`config.mk`:
```
export PLATFORM = sky130hd
export DESIGN_NAME = reloj_display
export DESIGN_NICKNAME = d
export VERILOG_FILES = /design/src/rtl/reloj_pkg.sv /design/src/rtl/bcd_a_7seg.sv /design/src/rtl/reloj_display.sv
export SDC_FILE = /design/constraint.sdc
export NUM_CORES = 1
export LEC_CHECK = 0
export ABC_CLOCK_PERIOD_IN_PS = 3820
export BUFFER_PORTS_ARGS = -buffer_cell sky130_fd_sc_hd__buf_2
export CORE_MARGIN = 5
export CORE_UTILIZATION = 47
export DETAILED_ROUTE_END_ITERATION = 6
export PLACE_DENSITY = 0.68
export REMOVE_ABC_BUFFERS = 1
export SLEW_MARGIN = 10
export SYNTH_ARGS = -nofsm -noshare
export SYNTH_HDL_FRONTEND = slang
export SYNTH_SLANG_ARGS = --single-unit
```
`constraint.sdc`:
```
create_clock -name clk -period 3.82 [get_ports clk]
set_clock_uncertainty 0.1 [all_clocks]
set_input_delay 0.191 -clock clk [delete_from_list [all_inputs] [get_ports clk]]
set_output_delay 0.191 -clock clk [all_outputs]
set_load 0.01 [all_outputs]
```
`src/rtl/reloj_pkg.sv`:
```
// Shared constants and types for the clock display path: active-low segment
// patterns, digit count and the digit-index type.
package reloj_pkg;

  localparam int N_DIG = 4;

  typedef logic [1:0] dig_idx_t;

  // Segment order is {g,f,e,d,c,b,a}; a 0 lights the segment.
  localparam logic [6:0] SEG_0    = 7'b1000000;
  localparam logic [6:0] SEG_1    = 7'b1111001;
  localparam logic [6:0] SEG_2    = 7'b0100100;
  localparam logic [6:0] SEG_3    = 7'b0110000;
  localparam logic [6:0] SEG_4    = 7'b0011001;
  localparam logic [6:0] SEG_5    = 7'b0010010;
  localparam logic [6:0] SEG_6    = 7'b0000010;
  localparam logic [6:0] SEG_7    = 7'b1111000;
  localparam logic [6:0] SEG_8    = 7'b0000000;
  localparam logic [6:0] SEG_9    = 7'b0010000;
  localparam logic [6:0] SEG_DASH = 7'b0111111;
  localparam logic [6:0] SEG_OFF  = 7'b1111111;

  localparam logic [N_DIG-1:0] AN_OFF = '1;

  function automatic logic [N_DIG-1:0] an_select_n(input dig_idx_t idx);
    return ~(N_DIG'(1) << idx);
  endfunction

endpackage

```
`src/rtl/bcd_a_7seg.sv`:
```
// Combinational BCD to active-low 7-segment decoder; codes above 9 show a
// dash so a corrupted counter value is visible on the board.
module bcd_a_7seg
  import reloj_pkg::*;
(
  input  logic [3:0] bcd,
  output logic [6:0] seg
);

  always_comb begin
    seg = SEG_DASH;
    case (bcd)
      4'd0:    seg = SEG_0;
      4'd1:    seg = SEG_1;
      4'd2:    seg = SEG_2;
      4'd3:    seg = SEG_3;
      4'd4:    seg = SEG_4;
      4'd5:    seg = SEG_5;
      4'd6:    seg = SEG_6;
      4'd7:    seg = SEG_7;
      4'd8:    seg = SEG_8;
      4'd9:    seg = SEG_9;
      default: seg = SEG_DASH;
    endcase
  end

endmodule

```
`src/rtl/reloj_display.sv`:
```
// Multiplexed 4-digit common-anode display driver with shadowed digits and an
// all-off guard interval at the start of each digit slot.
module reloj_display
  import reloj_pkg::*;
#(
  parameter int SCAN_DIV = 50000,
  parameter int GUARD    = 2
) (
  input  logic       clk,
  input  logic       rst,
  input  logic       upd,
  input  logic [3:0] md,
  input  logic [3:0] mu,
  input  logic [3:0] sd,
  input  logic [3:0] su,
  input  logic       colon,
  input  logic       blank_lead,
  output logic [3:0] an,
  output logic [6:0] seg,
  output logic       dp
);

  localparam int CNT_W = (SCAN_DIV > 2) ? $clog2(SCAN_DIV) : 1;
  localparam logic [CNT_W-1:0] CNT_LAST  = CNT_W'(SCAN_DIV - 1);
  localparam logic [CNT_W-1:0] CNT_GUARD = CNT_W'(GUARD);

  logic [CNT_W-1:0] cnt_q, cnt_d;
  dig_idx_t         idx_q, idx_d;
  logic [3:0]       sh_md_q, sh_md_d;
  logic [3:0]       sh_mu_q, sh_mu_d;
  logic [3:0]       sh_sd_q, sh_sd_d;
  logic [3:0]       sh_su_q, sh_su_d;
  logic [3:0]       an_q, an_d;
  logic [6:0]       seg_q, seg_d;
  logic             dp_q, dp_d;

  logic             slot_end;
  logic             dark;
  logic [3:0]       cur_digit;
  logic [6:0]       cur_seg;

  bcd_a_7seg u_dec (
    .bcd (cur_digit),
    .seg (cur_seg)
  );

  // Scan timing and shadow capture; upd and slot-end may land on the same edge.
  always_comb begin
    slot_end = (cnt_q == CNT_LAST);
    cnt_d    = slot_end ? '0 : cnt_q + CNT_W'(1);
    idx_d    = slot_end ? idx_q + dig_idx_t'(1) : idx_q;
    sh_md_d  = upd ? md : sh_md_q;
    sh_mu_d  = upd ? mu : sh_mu_q;
    sh_sd_d  = upd ? sd : sh_sd_q;
    sh_su_d  = upd ? su : sh_su_q;
  end

  always_comb begin
    cur_digit = sh_su_q;
    case (idx_q)
      2'd0:    cur_digit = sh_su_q;
      2'd1:    cur_digit = sh_sd_q;
      2'd2:    cur_digit = sh_mu_q;
      default: cur_digit = sh_md_q;
    endcase
  end

  // A blanked leading digit reuses the guard path so the whole slot stays dark.
  always_comb begin
    dark  = (cnt_q < CNT_GUARD) ||
            (blank_lead && (sh_md_q == 4'd0) && (idx_q == dig_idx_t'(3)));
    an_d  = AN_OFF;
    seg_d = SEG_OFF;
    dp_d  = 1'b1;
    if (!dark) begin
      an_d  = an_select_n(idx_q);
      seg_d = cur_seg;
      dp_d  = !((idx_q == dig_idx_t'(2)) && colon);
    end
  end

  always_ff @(posedge clk) begin
    if (rst) begin
      cnt_q   <= '0;
      idx_q   <= '0;
      sh_md_q <= '0;
      sh_mu_q <= '0;
      sh_sd_q <= '0;
      sh_su_q <= '0;
      an_q    <= AN_OFF;
      seg_q   <= SEG_OFF;
      dp_q    <= 1'b1;
    end else begin
      cnt_q   <= cnt_d;
      idx_q   <= idx_d;
      sh_md_q <= sh_md_d;
      sh_mu_q <= sh_mu_d;
      sh_sd_q <= sh_sd_d;
      sh_su_q <= sh_su_d;
      an_q    <= an_d;
      seg_q   <= seg_d;
      dp_q    <= dp_d;
    end
  end

  assign an  = an_q;
  assign seg = seg_q;
  assign dp  = dp_q;

endmodule

```
# Yosys cells after proc, flatten, opt, wreduce, memory -nomap -nowiden
# Memories as Yosys holds them, arrays and structs flattened. A register that Yosys moved wholly into a read port is not among the register bits.
# Index checks and enable logic that the tools add are counted.
# classes
addsub	2
n_lt_le_gt_ge	1
eq_ne	4
shifts	1
n_mux	1
n_bitwise	1
reduce_logical	9
# ops
operator	n
$add A16 B1 Y16 const B	1
$eq A16 B16 Y1 const B	1
$lt A16 B2 Y1 const B	1
$pmux W4 S3	1
$eq A2 B2 Y1 const B	2
$logic_not A4 Y1	1
$not A4 Y4	1
$reduce_or A2 Y1	2
$shl A1 B2 Y4 const A	1
$logic_and A1 B1 Y1	3
$add A2 B1 Y2 const B	1
$eq A2 B1 Y1 const B	1
$logic_not A2 Y1	1
$logic_not A1 Y1	1
$logic_or A1 B1 Y1	1
# totals
reg_bits	39
mem_bits_ro	112
inputBits	21
word_cells	28
memories	1
# memory_table
name	words	width	rd	rd_ports_with_merged_regs	write_ports	line_no	source
(name not given)	16	7	1	1	0	bcd_a_7seg.sv:12	case (bcd)

# Logic depth before layout (Yosys ltp)
# Gate-level depths: netlist of run 1.
# depth
word_depth	5
mapped_depth	8

# By module
# From an unflattened synthesis of run 1, not the netlist that was laid out.
# unflattened
cells_unflattened	221
hier_area_um2	2107.0
# by_module_without_submodules
mod	instances	cells_each	area_per_inst_um2
reloj_display	1	190	1883.1
bcd_a_7seg	1	31	224.0

# Least setup slack after synthesis of run 1
# Ideal clock, no wire load.
# synth_path
path_type	reg2reg
from	register idx_q[0]
to	register seg_q[3] (netlist: seg[3])
setup_time_ps	65
arrival_time_ps	1758
required_time_ps	3655
slack_ps	1897
path_stages_with_launch	9
n_path_buf	0
cell_sequence	dfxtp_1 -> inv_1 -> ha_1 -> a222oi_1 -> a21oi_1 -> inv_1 -> ha_1 -> or2b_1 -> nand4_1
# synth_between
elab_chain_len	4
elab_cells_between_ends	8
cone_classes	3 x eq/ne; 1 x mux; 4 x reduce/logical
# synth_rtl
element	line_no	source
start, declared	reloj_display.sv:28	dig_idx_t idx_q, idx_d;
start signal, assigned	reloj_display.sv:95	idx_q <= idx_d;
$eq A2 B2 Y1	reloj_display.sv:71	(blank_lead && (sh_md_q == 4'd0) && (idx_q == dig_idx_t'(3)));
$logic_and A1 B1 Y1	reloj_display.sv:71	
$logic_or A1 B1 Y1	reloj_display.sv:70	dark = (cnt_q < CNT_GUARD) ||
$reduce_or A2 Y1 (no source line)	-	
end, declared	reloj_display.sv:34	logic [6:0] seg_q, seg_d;
# Parallel ways exist; a longest one is shown, timed or not.
# A chain may end at the register's enable or synchronous reset.

# Worst setup path in the final report of run 1
# Ends and elaborated chain as after synthesis.

==> run summary, run 1 <==
Root buf cell -> sky130_fd_sc_hd__clkbuf_8
Number of max-slew violations in the final report -> 0
Top cells by instance count after synthesis -> sky130_fd_sc_hd__dfxtp_1, sky130_fd_sc_hd__nor2_1, sky130_fd_sc_hd__mux2i_1, sky130_fd_sc_hd__inv_1, sky130_fd_sc_hd__nand4_1
Clk sink count -> 46
Via count of the first global-routing pass -> 1,490
Post-route ant nets -> 0
Count leader, synth -> sky130_fd_sc_hd__dfxtp_1
Port bufs -> 32
Site Rows -> 24
Class of the worst hold path -> primary input to flip-flop
Final hold slack -> 26.0 ps
Initial core utilization -> 48.4%
Vias per Instance -> 5.27
Post-synthesis share of cell area spent on and, or, nand and nor gates -> 23.6%
WP data arrival -> 2280 ps
Core ar. -> 4350 sq um
Slowest cell on crit path -> sky130_fd_sc_hd__dfxtp_1
RSZ-0062 raised after global routing -> no
# setup viols final -> 0
Pre-CTS setup slack -> 1660 ps
Period utilisation layout -> 56.1%
Number of enable flip-flop cells after synthesis -> 0
Worst Min Path Start -> md[0]
Setup TNS -> 0 ps
Worst IR Drop VDD -> 0.161 mV
Result of the run -> complete, no violations
Post-route DRC violation count -> 0
Routed length per placed instance -> 13.6 um
Clock tree from TritonCTS -> done
First element of the critical path -> idx_q[0]$_SDFFE_PP0P_
Area fraction of the dominant cell type after synthesis -> 43.7%
Number of instances in the synthesized netlist -> 216
Share of post-route cells with drive strength above 1 -> 22.1%
Nets@finish -> 277
Skew-Pair Late Insertion Delay -> 300 ps
Total detailed-routing wirelength -> 4090 um
Top cells by area in the synthesized netlist -> sky130_fd_sc_hd__dfxtp_1, sky130_fd_sc_hd__mux2i_1, sky130_fd_sc_hd__nor2_1, sky130_fd_sc_hd__ha_1, sky130_fd_sc_hd__xnor2_1
Post-synthesis async set-or-reset flop share -> 0%
Final hold violation count -> 0
Width of the die -> 76.9 um
Number of warnings printed during yosys synthesis -> 0
GPL Wtd Cong -> 0.763
Pin count of the biggest net entering global routing -> 22
Required @ worst endpoint -> 3960 ps
Number of H-tree levels -> 2
Type of element capturing the critical path -> flip-flop
Crit path launch type -> flip-flop
Avg Inst Size Synth -> 9.75 sq um
Height of the die -> 76.9 um
Top cell type by total area after synthesis -> sky130_fd_sc_hd__dfxtp_1
Global-route wire length before repair -> 7000 um
Maximum cell stage delay along the critical path -> 380 ps
Cells traversed along the worst timing path -> inv_1, ha_1, a222oi_1, a21oi_1, inv_1, ha_1, or2b_1, nand4_1
Leading register cell type out of synthesis -> sky130_fd_sc_hd__dfxtp_1
Antenna violations before repair -> 0
Number of placed I/O pins -> 33
Relative slew slack -> 64.6%
Overall overflow remaining after global route -> 0
Synthesis-stage register bit count -> 46
Maximum root-to-sink buffer count -> 2
Category of the most critical setup path -> flip-flop to flip-flop
Largest family of logic cells by synthesized area -> simple AND/OR/NAND/NOR gates
Number of iterations in the first detailed-routing pass -> 4
Share of synthesized cell area in full adder, half adder and majority cells -> 4.75%
Sum of net half-perimeters after detailed placement -> 2930 um
Worst-Margin Slew -> 530 ps
Area fraction in compound gates after synthesis -> 9.98%
Multiplexer fraction of the synthesized cell area -> 8.62%
Count of inserted antenna diode cells -> 0
Cell area after technology mapping -> 2110 sq um
Power density relative to cell area -> 376 nW/um^2
Worst Path Max Fanout -> 7
Portion of the post-synthesis area used by sequential elements -> 43.7%
Layout Utilization -> 54.8%
Max-Cap Viols -> 0
Static leakage power -> 1.00 nW
Number of gates given a new drive strength after cts -> 0
Critical register-to-register path startpoint -> idx_q[0]$_SDFFE_PP0P_
Max Fclk -> 466 MHz
Die area -> 5920 sq um
Via count -> 1,585
Final worst slack -> 1680 ps
Reg clk slew, reported paths -> 80 ps
Total CTS buffers -> 5
Post-synthesis xor/xnor area fraction -> 4.99%
Initial detailed-routing violation count -> 85
Crit path time final -> 2140 ps
Number of different library cells in the post-synthesis netlist -> 44
Global-route usage over all layers -> 14.4%
Area growth from synthesis to final layout -> 13.3%
==> worst max-delay path, delay by kind of cell (launching register included) <==
family,cells,cell delay (ps)
DFF,1,380
adders and majority gates,2,490
buffers and inverters,2,210
and+or+nand+nor,2,300
AOI/OAI and AO/OA,2,610
==> state kept, by name (all words and copies together) (netlist names) <==
signal,flops
sh_md_q,4
idx_q,2
seg,7
sh_sd_q,4
sh_mu_q,4
sh_su_q,4
dp,1
an,4
cnt_q,16
==> report_power, final <==
group	switching [mW]	internal, mW
combinational	0.0466	0.0386
sequential	0.0112	0.499
clock	0.156	0.146
total	0.213	0.683
==> final cells by class <==
type	instances	area, sq um
Sequential cell	46	921
Clock inverter	1	5.00
Tap cell	52	65.1
Fill cell	406	1970
Inverter	12	45.0
Timing Repair Buffer	33	170
Multi-Input combinational cell	150	1090
Clock buffer	7	86.3
==> final timing paths <==
path                                           endpoint  slack (ps)  cells past startpoint
worst max-delay path                  seg[3]$_SDFF_PP1_        1680                      8
worst min-delay path            sh_md_q[0]$_SDFFE_PP0P_          30                      3
worst max register to register        seg[3]$_SDFF_PP1_        1680                      8
worst min register to register      cnt_q[0]$_SDFF_PP0_         360                      1
==> cell usage in the layout (no fill, tap or decap), types with 2 or more instances in the layout <==
| cell type | Yosys | final |
|---|---|---|
| sky130_fd_sc_hd__a211oi_1 | 2 | 2 |
| sky130_fd_sc_hd__a21oi_1 | 7 | 7 |
| sky130_fd_sc_hd__a222oi_1 | 3 | 3 |
| sky130_fd_sc_hd__and2_1 | 2 | 2 |
| sky130_fd_sc_hd__and3_1 | 4 | 4 |
| sky130_fd_sc_hd__and4_1 | 3 | 3 |
| sky130_fd_sc_hd__buf_2 | 3 | 32 |
| sky130_fd_sc_hd__clkbuf_8 | 0 | 6 |
| sky130_fd_sc_hd__dfxtp_1 | 46 | 46 |
| sky130_fd_sc_hd__ha_1 | 8 | 8 |
| sky130_fd_sc_hd__inv_1 | 11 | 11 |
| sky130_fd_sc_hd__mux2i_1 | 17 | 17 |
| sky130_fd_sc_hd__nand2_1 | 8 | 8 |
| sky130_fd_sc_hd__nand3_1 | 6 | 6 |
| sky130_fd_sc_hd__nand4_1 | 10 | 10 |
| sky130_fd_sc_hd__nand4_4 | 2 | 2 |
| sky130_fd_sc_hd__nor2_1 | 32 | 32 |
| sky130_fd_sc_hd__nor2b_1 | 2 | 2 |
| sky130_fd_sc_hd__nor3_1 | 5 | 5 |
| sky130_fd_sc_hd__nor4_1 | 3 | 3 |
| sky130_fd_sc_hd__nor4_2 | 4 | 4 |
| sky130_fd_sc_hd__o21ai_0 | 3 | 3 |
| sky130_fd_sc_hd__o21ai_1 | 2 | 2 |
| sky130_fd_sc_hd__xnor2_1 | 9 | 9 |
| sky130_fd_sc_hd__xor2_1 | 3 | 3 |
==> cell families after synthesis <==
logic type / Yosys count
and+or+nand+nor: 84
adders and majority gates: 8
xor gates and xnor gates: 12
buffers and inverters: 20
DFF: 46
AOI/OAI and AO/OA: 28
muxes: 18
==> metal layers <==
metal / wire [um] / vias up / GRT usage [%]
li1: - / 829 / -
met1: 1830 / 712 / 17.5
met2: 1990 / 40 / 23.9
met3: 228 / 4 / 4.33
met4: 36 / 0 / 5.24
met5: 0 / - / 0
==> repair_timing <==
action	in CTS	in global routing
hold buffers	1	0
hold endpoints to repair	1	0
buffers inserted	0	0
==> per-stage QoR <==
stage               area (sq um)  total power [mW]  instances
detailed placement          2280             0.607        292
global placement            2280             0.607        292
global route                2390             0.943        301
finish                      2390             0.897        301
CTS                         2390             0.912        301
floorplan                   2060             0.571        208
Power figures use the tool's default switching activity.
==> run 2, diff against run 1 <==
Settings changed: ABC_AREA set to 1, ABC_CLOCK_PERIOD_IN_PS 3820 to 1930, PLACE_DENSITY 0.68 to 0.7.
Clock period 3.82 ns to 1.93 ns, I/O delays scaled along.
==> run 2 against run 1 <==
  * Design area increased by 14%
  * Setup slack worse by 1500 ps
  * Sequential cell count is the same
  * Largest power group unchanged
  * Cell count rose by 41%
  * Power rose by 100%
  * Critical path type unchanged
  * Synthesized cell count is 47% higher
  * Via count grew 33%
  * Synthesized area up 4.4%
==> run summary, run 2 <==
Overall overflow remaining after global route -> 0 (unchanged)
Crit path time final -> 1740 ps (-404 ps)
Post-route ant nets -> 0 (unchanged)
Maximum cell stage delay along the critical path -> 350 ps (-30 ps)
Type of element capturing the critical path -> flip-flop
Most common cell after layout, fill and taps aside -> sky130_fd_sc_hd__nand2_1
Height of the die -> 78.4 um (+1.9%)
Net Switching -> 0.467 mW (+120%)
Power density relative to cell area -> 664 nW/um^2 (+77%)
Final hold violation count -> 0 (unchanged)
Top cell type by total area after synthesis -> sky130_fd_sc_hd__dfxtp_1
Top cells by instance count after synthesis -> sky130_fd_sc_hd__nand2_1, sky130_fd_sc_hd__nor2_1, sky130_fd_sc_hd__dfxtp_1, sky130_fd_sc_hd__inv_1, sky130_fd_sc_hd__o21ai_0
Slowest cell on crit path -> sky130_fd_sc_hd__dfxtp_2
Number of different library cells in the post-synthesis netlist -> 26 (-41%)
Max Fclk -> 575 MHz (+23%)
Synthesis-stage register bit count -> 46 (unchanged)
Number of flip-flops in the largest register -> 16 (unchanged)
Global-route wire length before repair -> 8450 um (+21%)
Result of the run -> complete, no violations
Number of enable flip-flop cells after synthesis -> 0 (unchanged)
Core ar. -> 4440 sq um (+2.1%)
Crit path launch type -> flip-flop
WP data arrival -> 1840 ps (-440 ps)
Most used cells in the layout excluding fill and tap cells -> sky130_fd_sc_hd__nand2_1, sky130_fd_sc_hd__nor2_1, sky130_fd_sc_hd__dfxtp_1
Sum of net half-perimeters after detailed placement -> 3560 um (+21%)
Comb pwr share -> 12.0% (+2.5 points)
Area fraction of the dominant cell type after synthesis -> 41.9% (-1.8 points)
# setup viols final -> 0 (unchanged)
Width of the die -> 78.4 um (+1.9%)
Worst-Margin Slew -> 457 ps (-73.5 ps)
Total detailed-routing wirelength -> 4920 um (+20%)
Maximum root-to-sink buffer count -> 2 (unchanged)
Max-Cap Viols -> 0 (unchanged)
Routed length per placed instance -> 11.6 um (-15%)
Cell area after technology mapping -> 2200 sq um (+4.4%)
Post-route DRC violation count -> 0 (unchanged)
Post-synthesis async set-or-reset flop share -> 0% (unchanged)
Sum of routed wire segments on met1 -> 2420 um (+33%)
Most prevalent standard cell on the critical path -> sky130_fd_sc_hd__nand2_1
Relative slew slack -> 69.4% (+4.7 points)
Vias per Instance -> 4.94 (-6.1%)
Avg Inst Size Synth -> 6.91 sq um (-29%)
Initial detailed-routing violation count -> 180 (+110%)
Number of warnings printed during yosys synthesis -> 0 (unchanged)
Initial core utilization -> 49.5% (+1.1 points)
Port bufs -> 32 (unchanged)
Count leader, synth -> sky130_fd_sc_hd__nand2_1
Clk sink count -> 46 (unchanged)
Area growth from synthesis to final layout -> 24.1%
Root buf cell -> sky130_fd_sc_hd__clkbuf_8
Number of instances in the synthesized netlist -> 318 (+47%)
Number of iterations in the first detailed-routing pass -> 4 (unchanged)
Portion of the post-synthesis area used by sequential elements -> 41.9% (-1.8 points)
Fill cell total of the finished layout -> 421 (+3.7%)
Clock tree from TritonCTS -> done
Via count -> 2,101 (+33%)
Skew-Pair Late Insertion Delay -> 300 ps (about the same)
Via count of the first global-routing pass -> 1,987 (+33%)
Class of the worst hold path -> primary input to flip-flop
Switching share of total power -> 25.7% (+2.0 points)
Pin count of the biggest net entering global routing -> 18 (-18%)
Cells traversed along the worst timing path -> ha_1, inv_2, nor2_1, o21bai_2, ha_1, inv_1, nand2_1, nand2_1, nand2_1, nand2_1
Number of placed I/O pins -> 33 (unchanged)
Die area -> 6140 sq um (+3.8%)
Number of max-slew violations in the final report -> 0 (unchanged)
Required @ worst endpoint -> 2030 ps (-1930 ps)
Pre-CTS setup slack -> 43.9 ps (-1620 ps)
Top layer in use -> met4
Largest register by flop count -> cnt_q
RSZ-0062 raised after global routing -> no
Setup TNS -> 0 ps (unchanged)
GPL Wtd Cong -> 0.838 (+9.9%)
Clock share of power -> 32.2% (-1.4 points)
Category of the most critical setup path -> flip-flop to flip-flop
Total power of the final layout -> 1.81 mW (+100%)
Site Rows -> 24 (unchanged)
Reg clk slew, reported paths -> 90 ps (about the same)
Number of H-tree levels -> 2 (unchanged)
Nets@finish -> 401 (+45%)
Leading register cell type out of synthesis -> sky130_fd_sc_hd__dfxtp_1
Period utilisation layout -> 90.1% (+34 points)
Static leakage power -> 1.19 nW (+19%)
Total CTS buffers -> 5 (unchanged)
Worst IR Drop VDD -> 0.375 mV (+130%)
Antenna violations before repair -> 0 (unchanged)
Relative contribution of sequential cells to total power -> 55.8% (-1.1 points)
Global-route usage over all layers -> 16.9% (+2.5 points)
Internal Power -> 1.35 mW (+97%)
Worst Path Max Fanout -> 8 (+1)
Share of post-route cells with drive strength above 1 -> 18.2% (-3.9 points)
WL met2 -> 2220 um (+12%)
Final worst slack -> 190 ps (-1490 ps)
Top cells by area in the synthesized netlist -> sky130_fd_sc_hd__dfxtp_1, sky130_fd_sc_hd__nand2_1, sky130_fd_sc_hd__nor2_1, sky130_fd_sc_hd__inv_1, sky130_fd_sc_hd__ha_1
DR WL met3 -> 191 um (-16%)
Count of inserted antenna diode cells -> 0 (unchanged)
-- run 2: cell types whose count changed after synthesis, moves of 7 or more --
cell / previous run / this run
sky130_fd_sc_hd__nand2_1: 8 / 85
sky130_fd_sc_hd__nor2_1: 32 / 64
sky130_fd_sc_hd__inv_1: 11 / 33
sky130_fd_sc_hd__mux2i_1: 17 / 0
sky130_fd_sc_hd__o21ai_0: 3 / 19
sky130_fd_sc_hd__nand3_1: 6 / 17
sky130_fd_sc_hd__xnor2_1: 9 / 2
-- run 2: path summary, 6_finish.rpt --
path	startpoint	end	slack [ps]	cells past startpoint
worst max register to register	idx_q[0]$_SDFFE_PP0P_	seg[3]$_SDFF_PP1_	190	10
worst min-delay path	rst	idx_q[0]$_SDFFE_PP0P_	10	4
worst max-delay path	idx_q[0]$_SDFFE_PP0P_	seg[3]$_SDFF_PP1_	190	10
worst min register to register	cnt_q[0]$_SDFF_PP0_	cnt_q[0]$_SDFF_PP0_	350	1
-- run 2: worst max-delay path: cells and delay by family (launching register included) --
kind / cells / cell delay [ps]
adders and majority gates: 2 / 520
DFF: 1 / 350
and+or+nand+nor: 5 / 270
AOI/OAI and AO/OA: 1 / 220
buffers and inverters: 2 / 160
-- run 2: power by group through the flow --
stage	Sequential, mW	Combinational (mW)	Clock [mW]
final	1.01	0.217	0.583
after global routing	1.02	0.247	0.639
after CTS	1.01	0.213	0.601
after detailed placement	1.03	0.186	0
after global placement	1.03	0.183	0
after floorplan	1.04	0.110	0
-- run 2: logic make-up (layout without fill, tap and decap cells) --
group	after synthesis	in the layout	share of synthesized area [%]
adder cells (fa/ha/maj)	8	8	4.55
flip-flops	46	46	41.9
buffers and inverters	40	95	7.17
XOR/XNOR	2	2	0.797
AO/OA/AOI/OAI	37	37	10.1
AND/OR/NAND/NOR	185	185	35.5
-- run 2: metal layers --
layer,track usage [%],up-vias
met2,27.8,40
met3,4.00,9
met5,0,-
li1,-,1102
met4,6.29,0
met1,21.4,950
-- run 2: area by class of cell --
class	instances	area [sq um]	share of cell area (%)
inverters	35	131	4.81
flip-flops and latches	46	923	33.8
multi-input cells	232	1160	42.4
well taps	52	65.1	2.38
clock inverters	2	13.8	0.504
clock buffers	6	72.6	2.66
repair buffers	52	365	13.4
-- run 2: repair_timing --
item / in CTS / in global routing
endpoints found under the setup margin: 0 / 6
hold endpoints to repair: 17 / 0
setup buffers: 0 / 1
hold buffers: 17 / 0
resized for setup: 0 / 12
-- run 2: per-stage QoR --
stage	cells	util [%]	cell area [sq um]	hold slack, ps
finish	425	61.4	2730	11.8
global route	425	61.4	2730	51.5
CTS	424	60.3	2680	15.0
detailed placement	399	54.6	2420	226
global placement	399	54.6	2420	217
floorplan	313	-	2170	82.3
==> run 3, diff against run 2 <==
Settings changed: CELL_PAD_IN_SITES_DETAIL_PLACEMENT set to 0, CELL_PAD_IN_SITES_GLOBAL_PLACEMENT set to 2, CORE_UTILIZATION 47 to 28, PLACE_DENSITY 0.7 to unset, PLACE_DENSITY_LB_ADDON set to 0.1.
==> run 3 against run 2 <==
  * Critical path depth is 2 higher
  * Cell count is 13% higher
  * Global-route usage is 5.4 points lower
  * Via count is 1.7% lower
  * Die area is 58% higher
==> run summary, run 3 (same netlist as run 2, synthesis figures left out) <==
Result of the run -> complete, no violations
Worst Path Max Fanout -> 5 (-3)
End of the worst register-to-register path -> seg[5]$_SDFF_PP1_
Port bufs -> 32 (unchanged)
Worst IR Drop VDD -> 0.345 mV (-7.9%)
Nets@finish -> 406 (+1.2%)
Reg2Reg Setup Slack -> 160 ps (-30 ps)
Number of buffers and inverters on the critical path -> 3 (+1)
Overall overflow remaining after global route -> 0 (unchanged)
Sum of net half-perimeters after detailed placement -> 4200 um (+18%)
Most prevalent standard cell on the critical path -> sky130_fd_sc_hd__nand2_1
RSZ-0062 raised after global routing -> yes
Most common cell after layout, fill and taps aside -> sky130_fd_sc_hd__nand2_1
Skew-Pair Late Insertion Delay -> 290 ps (about the same)
Clock tree from TritonCTS -> done
Type of element capturing the critical path -> flip-flop
Number of H-tree levels -> 2 (unchanged)
Post-route ant nets -> 0 (unchanged)
Class of the worst hold path -> primary input to flip-flop
Via count of the first global-routing pass -> 1,952 (-1.8%)
Maximum root-to-sink buffer count -> 2 (unchanged)
Vias per Instance -> 4.30 (-13%)
Power density relative to cell area -> 653 nW/um^2 (-1.7%)
Core ar. -> 7690 sq um (+73%)
Reg clk slew, reported paths -> 80 ps (about the same)
Max-Cap Viols -> 0 (unchanged)
Required @ worst endpoint -> 2010 ps (-20 ps)
Width of the die -> 98.6 um (+26%)
Max Fclk -> 565 MHz (-1.8%)
Number of max-slew violations in the final report -> 0 (unchanged)
Cells on Worst Hold Path -> 3 (-1)
Number of flip-flops in the largest register -> 16 (unchanged)
Maximum cell stage delay along the critical path -> 370 ps (+20 ps)
Total CTS buffers -> 5 (unchanged)
Largest register by flop count -> cnt_q
Site Rows -> 32 (+33%)
Routed length per placed instance -> 11.2 um (-3.1%)
Global-route usage over all layers -> 11.5% (-5.4 points)
Global-route wire length before repair -> 9230 um (+9.1%)
Pin count of the biggest net entering global routing -> 20 (+2)
Die area -> 9720 sq um (+58%)
Critical register-to-register path startpoint -> idx_q[0]$_SDFFE_PP0P_
Number of placed I/O pins -> 33 (unchanged)
Worst-Margin Slew -> 459 ps (+2.10 ps)
Setup TNS -> 0 ps (unchanged)
Count of placed standard cells in the final layout, fillers left out -> 480 (+13%)
Via count -> 2,065 (-1.7%)
Initial detailed-routing violation count -> 70 (-61%)
# setup viols final -> 0 (unchanged)
Final hold violation count -> 0 (unchanged)
Worst Min Path Start -> upd
Cell Count Post-Placement -> 453 (+14%)
Cells on worst reg2reg path -> 12 (+2)
Total detailed-routing wirelength -> 5380 um (+9.4%)
Most used cells in the layout excluding fill and tap cells -> sky130_fd_sc_hd__nand2_1, sky130_fd_sc_hd__nor2_1, sky130_fd_sc_hd__dfxtp_1
Initial core utilization -> 28.6% (-21 points)
Height of the die -> 98.6 um (+26%)
Count of inserted antenna diode cells -> 0 (unchanged)
Cells traversed along the worst timing path -> inv_1, ha_1, nand2_1, nand2_1, nor2_1, nor2_2, buf_4, ha_1, inv_1, nand2_1, nand3_1, nand2_1
Final worst slack -> 159 ps (-31.0 ps)
Crit path launch type -> flip-flop
Period utilisation layout -> 91.7% (+1.6 points)
Hold Path End -> sh_su_q[0]$_SDFFE_PP0P_
Relative slew slack -> 69.2% (-0.19 points)
Slowest cell on crit path -> sky130_fd_sc_hd__dfxtp_4
Static leakage power -> 1.22 nW (+2.1%)
Root buf cell -> sky130_fd_sc_hd__clkbuf_8
Crit path max-delay family -> simple AND/OR/NAND/NOR gates
Category of the most critical setup path -> flip-flop to flip-flop
Share of post-route cells with drive strength above 1 -> 18.3% (+0.023 points)
Clk sink count -> 46 (unchanged)
Number of iterations in the first detailed-routing pass -> 4 (unchanged)
Antenna violations before repair -> 0 (unchanged)
Crit path time final -> 1770 ps (+31.0 ps)
GPL Wtd Cong -> 0.794 (-5.2%)
Pre-CTS setup slack -> 49.5 ps (+5.66 ps)
Area growth from synthesis to final layout -> 27.9%
Post-route DRC violation count -> 0 (unchanged)
WP data arrival -> 1850 ps (about the same)
## run 3: changes by cell type in the layout (fill, tap and decap cells not counted)
cell / previous run / this run
sky130_fd_sc_hd__dfxtp_2: 2 / 1
sky130_fd_sc_hd__inv_2: 3 / 1
sky130_fd_sc_hd__buf_4: 2 / 7
sky130_fd_sc_hd__clkbuf_8: 5 / 6
sky130_fd_sc_hd__inv_1: 31 / 33
sky130_fd_sc_hd__clkinv_4: 1 / 0
sky130_fd_sc_hd__ha_1: 5 / 7
sky130_fd_sc_hd__ha_4: 2 / 0
sky130_fd_sc_hd__dfxtp_4: 0 / 1
## run 3: layer usage
layer | part of all wire [%] | GRT usage (%) | routed length (um)
met5 | 0 | 0 | 0
met1 | 52 | 16.1 | 2810
met3 | 3.5 | 2.48 | 186
met2 | 43 | 17.7 | 2320
met4 | 1.1 | 3.15 | 57
## run 3: tightest hold or removal path: stages
cell and delay (ps):
sky130_fd_sc_hd__buf_2 190, sky130_fd_sc_hd__o21ai_0 180, sky130_fd_sc_hd__nor2_1 40
## run 3: cell type report
cell class | instances | area (sq um)
sequential | 46 | 926
timing repair buffer | 57 | 403
clock buffer | 7 | 86.3
tap | 102 | 128
fill | 880 | 4880
multi-input combinational | 232 | 1130
clock inverter | 1 | 5.00
inverter | 35 | 131
## run 3: metrics by stage
| step | total power [mW] | cell area, sq um | hold slack (ps) | utilization, % |
|---|---|---|---|---|
| final | 1.84 | 2810 | 158 | 36.6 |
| after global routing | 1.95 | 2810 | 177 | 36.6 |
| after CTS | 1.87 | 2780 | 154 | 36.1 |
| after detailed placement | 1.23 | 2520 | 226 | 32.7 |
| after global placement | 1.23 | 2520 | 218 | 32.7 |
| after floorplan | 1.15 | 2170 | 82.3 | - |
## run 3: how the worst max path moves through the flow
stage                          startpoint           endpoint  slack, ps  cells past startpoint
floorplan           idx_q[0]$_SDFFE_PP0P_  seg[3]$_SDFF_PP1_        240                     11
global placement    idx_q[0]$_SDFFE_PP0P_  seg[4]$_SDFF_PP1_        100                     11
detailed placement  idx_q[0]$_SDFFE_PP0P_  seg[4]$_SDFF_PP1_         50                     11
CTS                 idx_q[0]$_SDFFE_PP0P_  seg[4]$_SDFF_PP1_         40                     11
global route        idx_q[0]$_SDFFE_PP0P_  seg[4]$_SDFF_PP1_          3                     10
finish              idx_q[0]$_SDFFE_PP0P_  seg[5]$_SDFF_PP1_        160                     12
## run 3: power breakdown
part           total, mW  switching [mW]  internal (mW)
registers           1.01          0.0210          0.989
logic              0.226           0.121          0.105
clock network      0.600           0.310          0.289
total               1.84           0.452           1.38
## run 3: repair_timing
action / in CTS / in global routing
resized for setup: 0 / 7
hold endpoints to repair: 17 / 0
setup buffers: 0 / 2
hold buffers: 17 / 0
setup endpoints to repair: 0 / 7
